[config.mk]
export PLATFORM = sky130hd
export DESIGN_NAME = multi_template_classifier_flat
export DESIGN_NICKNAME = d
export VERILOG_FILES = /design/src/rtl/multi_template_classifier_if.sv /design/src/rtl/multi_template_classifier.sv /design/src/flat_wrapper.sv
export SDC_FILE = /design/constraint.sdc
export NUM_CORES = 1
export LEC_CHECK = 0
export CAP_MARGIN = 10
export CORE_ASPECT_RATIO = 1.25
export CORE_MARGIN = 5
export CORE_UTILIZATION = 25
export CTS_BUF_LIST = sky130_fd_sc_hd__clkbuf_16
export DETAILED_ROUTE_END_ITERATION = 12
export GPL_ROUTABILITY_DRIVEN = 1
export PLACE_DENSITY = 0.49
export SYNTH_ARGS = -nofsm -noshare
export SYNTH_HDL_FRONTEND = slang
export SYNTH_SLANG_ARGS = --single-unit
[constraint.sdc]
create_clock -name clk -period 4.6 [get_ports clk]
set_input_delay 0.46 -clock clk [delete_from_list [all_inputs] [get_ports clk]]
set_output_delay 0.46 -clock clk [all_outputs]
set_load 0.01 [all_outputs]
[src/rtl/multi_template_classifier_if.sv]
// Frame/sample input bus and classification result bus of the N-way template classifier.
interface multi_template_classifier_if #(
  parameter int unsigned DW = 8,
  parameter int unsigned NT = 4,
  parameter int unsigned CW = 12
);
  localparam int unsigned TW = $clog2(NT);

  logic              frame_start;
  logic              sample_valid;
  logic              frame_last;
  logic [DW-1:0]     wave_in;
  logic [DW-1:0]     dwave_in;
  logic [NT*DW-1:0]  tmpl_in;
  logic [NT*DW-1:0]  dtmpl_in;
  logic              busy;
  logic              result_valid;
  logic [TW-1:0]     result_type;
  logic [CW:0]       result_score;
  logic [CW:0]       result_margin;

  modport master (
    output frame_start, sample_valid, frame_last, wave_in, dwave_in, tmpl_in, dtmpl_in,
    input  busy, result_valid, result_type, result_score, result_margin
  );

  modport slave (
    input  frame_start, sample_valid, frame_last, wave_in, dwave_in, tmpl_in, dtmpl_in,
    output busy, result_valid, result_type, result_score, result_margin
  );
endinterface

[src/rtl/multi_template_classifier.sv]
// N-way waveform classifier: saturating raw/derivative hit-miss scores per class, sequential argmax at frame end.
// Optional macro CLASSIFIER_MARGIN_EN adds second-best tracking and a best-minus-second margin output.
module multi_template_classifier #(
  parameter int unsigned DW         = 8,
  parameter int unsigned NT         = 4,
  parameter int unsigned CW         = 12,
  parameter int unsigned THR0       = 10,
  parameter int unsigned THR1       = 2,
  parameter int unsigned HIT_INC    = 1,
  parameter int unsigned MISS_DEC   = 2,
  parameter int unsigned SCORE_INIT = 2048
) (
  input logic                          clk,
  input logic                          rst_n,
  multi_template_classifier_if.slave   bus
);
  localparam int unsigned IW = $clog2(NT);
  localparam int unsigned SW = CW + 1;
  localparam logic [CW-1:0] SMAX  = '1;
  localparam logic [CW-1:0] SINIT = CW'(SCORE_INIT);

  typedef enum logic [1:0] {IDLE, ACCUM, COMPARE, DONE} state_t;

  state_t        state;
  logic [CW-1:0] raw_q [NT];
  logic [CW-1:0] der_q [NT];
  logic [IW-1:0] idx;
  logic [IW-1:0] best_idx;
  logic [SW-1:0] best;

  // True magnitude of a - b, one bit wider so small-vs-large never wraps into a false hit.
  function automatic logic [DW:0] abs_diff(input logic [DW-1:0] a, input logic [DW-1:0] b);
    logic [DW:0] d;
    d = {1'b0, a} - {1'b0, b};
    return d[DW] ? (DW+1)'(-d) : d;
  endfunction

  function automatic logic [CW-1:0] score_step(input logic [CW-1:0] s, input logic hit);
    if (hit) return (s > SMAX - CW'(HIT_INC)) ? SMAX : s + CW'(HIT_INC);
    return (s < CW'(MISS_DEC)) ? '0 : s - CW'(MISS_DEC);
  endfunction

  logic [SW-1:0] total_c [NT];
  logic [SW-1:0] cur_c;
  logic          take_c;
  logic [SW-1:0] best_nx_c;
  logic [IW-1:0] best_idx_nx_c;

  always_comb begin
    for (int k = 0; k < NT; k++) total_c[k] = SW'(raw_q[k]) + SW'(der_q[k]);
  end

  // Strictly-greater update keeps the lowest index on ties; the first class seeds the scan.
  assign cur_c         = total_c[idx];
  assign take_c        = (idx == '0) || (cur_c > best);
  assign best_nx_c     = take_c ? cur_c : best;
  assign best_idx_nx_c = take_c ? idx : best_idx;

`ifdef CLASSIFIER_MARGIN_EN
  logic [SW-1:0] second;
  logic [SW-1:0] second_nx_c;

  always_comb begin
    second_nx_c = second;
    if (idx == '0)            second_nx_c = '0;
    else if (cur_c > best)    second_nx_c = best;
    else if (cur_c > second)  second_nx_c = cur_c;
  end
`else
  assign bus.result_margin = '0;
`endif

  always_ff @(posedge clk) begin
    if (!rst_n) begin
      state            <= IDLE;
      idx              <= '0;
      best             <= '0;
      best_idx         <= '0;
      bus.busy         <= 1'b0;
      bus.result_valid <= 1'b0;
      bus.result_type  <= '0;
      bus.result_score <= '0;
`ifdef CLASSIFIER_MARGIN_EN
      second            <= '0;
      bus.result_margin <= '0;
`endif
      for (int k = 0; k < NT; k++) begin
        raw_q[k] <= SINIT;
        der_q[k] <= SINIT;
      end
    end else begin
      bus.result_valid <= 1'b0;
      case (state)
        IDLE: begin
          if (bus.frame_start) begin
            for (int k = 0; k < NT; k++) begin
              raw_q[k] <= SINIT;
              der_q[k] <= SINIT;
            end
            state    <= ACCUM;
            bus.busy <= 1'b1;
          end
        end
        ACCUM: begin
          if (bus.frame_start) begin
            for (int k = 0; k < NT; k++) begin
              raw_q[k] <= SINIT;
              der_q[k] <= SINIT;
            end
          end else if (bus.sample_valid) begin
            for (int k = 0; k < NT; k++) begin
              raw_q[k] <= score_step(raw_q[k],
                abs_diff(bus.wave_in, bus.tmpl_in[k*DW +: DW]) <= (DW+1)'(THR0));
              der_q[k] <= score_step(der_q[k],
                abs_diff(bus.dwave_in, bus.dtmpl_in[k*DW +: DW]) <= (DW+1)'(THR1));
            end
            if (bus.frame_last) begin
              state <= COMPARE;
              idx   <= '0;
            end
          end
        end
        COMPARE: begin
          best     <= best_nx_c;
          best_idx <= best_idx_nx_c;
          idx      <= idx + IW'(1);
`ifdef CLASSIFIER_MARGIN_EN
          second   <= second_nx_c;
`endif
          if (idx == IW'(NT - 1)) begin
            state            <= DONE;
            bus.busy         <= 1'b0;
            bus.result_valid <= 1'b1;
            bus.result_type  <= best_idx_nx_c;
            bus.result_score <= best_nx_c;
`ifdef CLASSIFIER_MARGIN_EN
            bus.result_margin <= best_nx_c - second_nx_c;
`endif
          end
        end
        DONE:    state <= IDLE;
        default: state <= IDLE;
      endcase
    end
  end
endmodule

[src/flat_wrapper.sv]
// flat-port wrapper written by rule: the top's interface ports become plain ports
module multi_template_classifier_flat 
#(
  parameter int unsigned DW         = 8,
  parameter int unsigned NT         = 4,
  parameter int unsigned CW         = 12,
  parameter int unsigned THR0       = 10,
  parameter int unsigned THR1       = 2,
  parameter int unsigned HIT_INC    = 1,
  parameter int unsigned MISS_DEC   = 2,
  parameter int unsigned SCORE_INIT = 2048
)
  (clk, rst_n, bus_frame_start, bus_sample_valid, bus_frame_last, bus_wave_in, bus_dwave_in, bus_tmpl_in, bus_dtmpl_in, bus_busy, bus_result_valid, bus_result_type, bus_result_score, bus_result_margin);
  multi_template_classifier_if #(.DW(DW), .NT(NT), .CW(CW)) bus_i ();
  input logic clk;
  input logic rst_n;
  input wire logic [$bits(bus_i.frame_start)-1:0] bus_frame_start;
  input wire logic [$bits(bus_i.sample_valid)-1:0] bus_sample_valid;
  input wire logic [$bits(bus_i.frame_last)-1:0] bus_frame_last;
  input wire logic [$bits(bus_i.wave_in)-1:0] bus_wave_in;
  input wire logic [$bits(bus_i.dwave_in)-1:0] bus_dwave_in;
  input wire logic [$bits(bus_i.tmpl_in)-1:0] bus_tmpl_in;
  input wire logic [$bits(bus_i.dtmpl_in)-1:0] bus_dtmpl_in;
  output wire logic [$bits(bus_i.busy)-1:0] bus_busy;
  output wire logic [$bits(bus_i.result_valid)-1:0] bus_result_valid;
  output wire logic [$bits(bus_i.result_type)-1:0] bus_result_type;
  output wire logic [$bits(bus_i.result_score)-1:0] bus_result_score;
  output wire logic [$bits(bus_i.result_margin)-1:0] bus_result_margin;
  assign bus_i.frame_start = bus_frame_start;
  assign bus_i.sample_valid = bus_sample_valid;
  assign bus_i.frame_last = bus_frame_last;
  assign bus_i.wave_in = bus_wave_in;
  assign bus_i.dwave_in = bus_dwave_in;
  assign bus_i.tmpl_in = bus_tmpl_in;
  assign bus_i.dtmpl_in = bus_dtmpl_in;
  assign bus_busy = bus_i.busy;
  assign bus_result_valid = bus_i.result_valid;
  assign bus_result_type = bus_i.result_type;
  assign bus_result_score = bus_i.result_score;
  assign bus_result_margin = bus_i.result_margin;
  multi_template_classifier #(.DW(DW), .NT(NT), .CW(CW), .THR0(THR0), .THR1(THR1), .HIT_INC(HIT_INC), .MISS_DEC(MISS_DEC), .SCORE_INIT(SCORE_INIT)) u_core (.clk(clk), .rst_n(rst_n), .bus(bus_i));
endmodule
==> run_results.csv <==
group,metric,value,unit
finish,fin_util,29.81,%
critical_path,cp_common_cell,"o21ai_0",
route,drc,0,
grt,grt_pass1_vias,15660,
floorplan,start_util,25.28,%
route,routed_wl,49760,microns
run,maxCapViolCount,0,
finish,syn2layout_area_growth,17.91,%
floorplan,dieArea,70650,sq um
timing,skew,0.008267,ns
critical_path,cp.required,4.88,ns
route,vias,15610,
route,final_antenna_net_count,0,
timing,finalSetupViolCount,0,
placement,routabilityCongestion,0.8624,
floorplan,io_pins,115,
synthesis,ys.flop_type,"edfxtp_1",
critical_path,reg2reg_depth,19,
route,via_per_inst,5.180,
synthesis,yosys.cell_types.count,91,
min_path,min_from,"u_core.bus.result_score[1]",
synthesis,syn_area_per_cell,7.999,sq um
timing,tns,0,ns
clocking,htreeDepth,4,
floorplan,die_x,238.7,microns
grt,grt_pass1_wl,81330,microns
pwr,leakage,0.007669,uW
pwr,p_int,4530,uW
critical_path,r2r_end,"u_core.bus.result_type[1]",
critical_path,crit_family,"compound AO/OA/AOI/OAI gates",
clocking,cts_hold_buf,0,
clocking,cts_buffers,17,
floorplan,rows,104,
pwr,pwr-share-seq,25.7,%
pwr,swShare,45.22,%
critical_path,worstPathMaxFanout,13,
finish,drive_above_1_share,8.176,%
clocking,clock-sinks,132,
synthesis,yosys.area.top_type,"edfxtp_1",
critical_path,crit_path_top_delay_cell,"mux4_2",
placement,pre_cts_slack,0.009321,ns
critical_path,cp_num_buf_inv,2,
timing,slew_headroom,30.21,%
synthesis,synth-edff-count,96,
critical_path,worstSetupEndpointType,"flip-flop",
route,wl_per_cell,16.51,microns
synthesis,synth-seq-cells,132,
synthesis,synthArstFlopShare,0,%
synthesis,synth_cells,2044,
min_path,hp-class,"flip-flop to flip-flop",
pwr,pwr-share-clk,16.4,%
critical_path,rr_startpoint,"u_core.der_q[1][0]",
finish,multi_input_area,11800,sq um
synthesis,synth_area_leaders,"edfxtp_1 18%, ha_1 12%, xnor2_1 4.6%",
critical_path,crit_arrival,4.63,ns
pwr,switchingPower,3739,uW
clocking,cts_buffer_depth,2,
finish,fin_nets,2411,
clocking,clk_pin_slew_worst_paths,0.06,ns
finish,final_cell_count_no_fill,3013,
synthesis,yosysTopAreaCellShare,17.63,%
critical_path,critical_path.cell_chain,"ha_1 > inv_1 > fa_1 > nor2b_1 > o21ai_0 > a21boi_1 > o41ai_2 > o21ai_0 > nor2_1 > xnor2_1 > mux4_2 > ha_1 > o21ai_0 > a21oi_1 > o21ai_1 > a21oi_2 > buf_4 > mux2i_1 > a211oi_1",
timing,maxSlewViolCount,0,
floorplan,core_area,64670,sq um
timing,period_minus_slack,4.349,ns
placement,hpwl,38740,microns
pwr,p_comb_share,57.9,%
grt,grt_max_degree,52,
timing,tightest_slew,1.037,ns
timing,max_freq,0.2299,GHz
grt,antenna_found_initial,0,
critical_path,crit_path_start_kind,"flip-flop",
route,dr.pass1.iters,7,
timing,rsz0062_at_grt,"no",
clocking,root_buffer,"clkbuf_16",
grt,grt_overflow_total,0,
timing,layout_setup_ws,0.2509,ns
critical_path,slowest_delay,0.51,ns
critical_path,crit_type,"flip-flop to flip-flop",
timing,fin_crit_sh,94.54,%
min_path,min_path_cells,2,
clocking,cts_tree,"built",
clocking,clk_latency,0.44,ns
synthesis,synth_seq_area_share,22.04,%
critical_path,rrSetupSlack,0.25,ns
pwr,power_density,428.9,nW/um^2
route,dr.first_iter.drc_count,858,
status,status,"completed",
placement,dpl.cell_count,2981,
min_path,min_to,"u_core.bus.result_score[1]",
timing,final-hold-violation-count,0,
placement,io_buffer_count,101,
synthesis,syn_area,16350,sq um
clocking,cts_setup_buffers,0,
finish,diodes,0,
synthesis,yosysWarnings,0,
pwr,peakVddDrop,318.7,uV
finish,regArea,3603,sq um
floorplan,die_h,295.9,microns
finish,nFillCells,6782,
grt,grt_usage,13.85,%
## synthesized netlist by cell type, types with 12 or more instances
master	instances
nor3_1	74
xor2_1	48
xnor2_1	86
clkbuf_1	66
o21ai_0	113
o31ai_1	31
mux2i_1	36
buf_4	14
nor4_1	22
and2_1	14
nand4_1	27
nor2b_1	21
or3_1	31
ha_1	162
nor3b_1	15
edfxtp_1	96
fa_1	12
nand2b_1	24
or2_2	19
a211oi_1	42
mux4_2	12
and3_1	30
a21o_1	30
nand2_1	167
o211ai_1	16
o31a_1	13
inv_1	159
o21a_1	38
a21oi_1	114
nand3_1	63
nor2_1	164
dfxtp_1	36
a221oi_1	12
## cells in the final DEF (no fill, tap or decap), types with 22 or more instances in the layout
| cell | synthesis | layout |
|---|---|---|
| nand3_1 | 63 | 62 |
| a21oi_1 | 114 | 113 |
| xor2_1 | 48 | 48 |
| o31ai_1 | 31 | 31 |
| clkdlybuf4s50_1 | 0 | 101 |
| nand2_1 | 167 | 167 |
| ha_1 | 162 | 162 |
| or3_1 | 31 | 31 |
| xnor2_1 | 86 | 86 |
| edfxtp_1 | 96 | 96 |
| nor3_1 | 74 | 74 |
| mux2i_1 | 36 | 34 |
| o21a_1 | 38 | 38 |
| dfxtp_1 | 36 | 36 |
| nand4_1 | 27 | 27 |
| a21o_1 | 30 | 30 |
| nand2b_1 | 24 | 24 |
| o21ai_0 | 113 | 108 |
| and3_1 | 30 | 29 |
| inv_1 | 159 | 160 |
| a211oi_1 | 42 | 42 |
| buf_4 | 14 | 72 |
| nor2_1 | 164 | 164 |
| nor4_1 | 22 | 22 |
## power groups by stage
stage	Sequential [uW]	Clock [uW]	Combinational, uW
floorplan	1970	0	3380
global placement	2140	0	4660
detailed placement	2150	0	4720
CTS	2130	1400	4750
global route	2180	1450	5340
finish	2130	1350	4790
## cell families after synthesis
| kind of cell | Yosys count | synth area share, % |
|---|---|---|
| muxes | 53 | 4.201 |
| other | 1 | 0.02293 |
| DFF | 132 | 22.04 |
| AOI/OAI and AO/OA | 575 | 24.38 |
| buffers and inverters | 260 | 6.420 |
| adders and majority gates | 174 | 13.87 |
| xor gates and xnor gates | 134 | 7.178 |
| and+or+nand+nor | 715 | 21.89 |
## layout make-up
| cell class | count | area share, % |
|---|---|---|
| Clock inverter | 15 | 0.7268 |
| Clock buffer | 17 | 2.207 |
| Inverter | 159 | 3.096 |
| Multi-Input combinational cell | 1664 | 61.21 |
| Timing Repair Buffer | 178 | 8.566 |
| Sequential cell | 132 | 18.69 |
| Tap cell | 848 | 5.503 |
## tightest hold or removal path: stages, from the launching register on
cell,delay [ns]
dfxtp_1,0.31
nand2_1,0.05
a21oi_1,0.05
## how the worst max path moves through the flow
stage | slack [ns] | end | start | cells past startpoint
6_report | 0.25 | u_core.bus.result_type[1] | u_core.der_q[1][0] | 19
5_1_grt | 0.02 | u_core.bus.result_type[1] | u_core.raw_q[0][12] | 19
4_1_cts | 0.04 | u_core.best_idx[1] | u_core.raw_q[0][1] | 17
3_5_place_dp | 0.009 | u_core.raw_q[0][6] | bus_wave_in[1] | 13
3_3_place_gp | 0.05 | u_core.der_q[3][10] | bus_dwave_in[0] | 16
2_1_floorplan | 0.06 | u_core.bus.result_score[5] | u_core.raw_q[0][1] | 17
## layer usage
layer,routed length [microns],global-route usage [%],vias up
met5,0,0,-
li1,-,-,7767
met3,1431,1.274,64
met2,25180,25.53,291
met4,1114,4.341,0
met1,22030,17.01,7484
## state kept, by name, summed over array words and instances, names as in the netlist
register / count
u_core.der_q: 48
u_core.state: 2
u_core.best_idx: 2
u_core.best: 13
u_core.bus.busy: 1
u_core.bus.result_type: 2
u_core.raw_q: 48
u_core.bus.result_valid: 1
u_core.bus.result_score: 13
u_core.idx: 2
## what timing repair did
item / CTS / global route
resized for setup: 0 / 10
setup endpoints to repair: 0 / 30
hold endpoints to repair: 0 / 0
## metrics by stage
stage,hold slack [ns],instance area [sq um],power [uW]
2_1_floorplan,0.4596,16400,5349
3_3_place_gp,0.4494,18690,6807
3_5_place_dp,0.4536,18690,6870
4_1_cts,0.4641,19250,8277
5_1_grt,0.4932,19280,8966
6_report,0.4588,19280,8269
No activity file was read; power rests on OpenSTA's default activity.
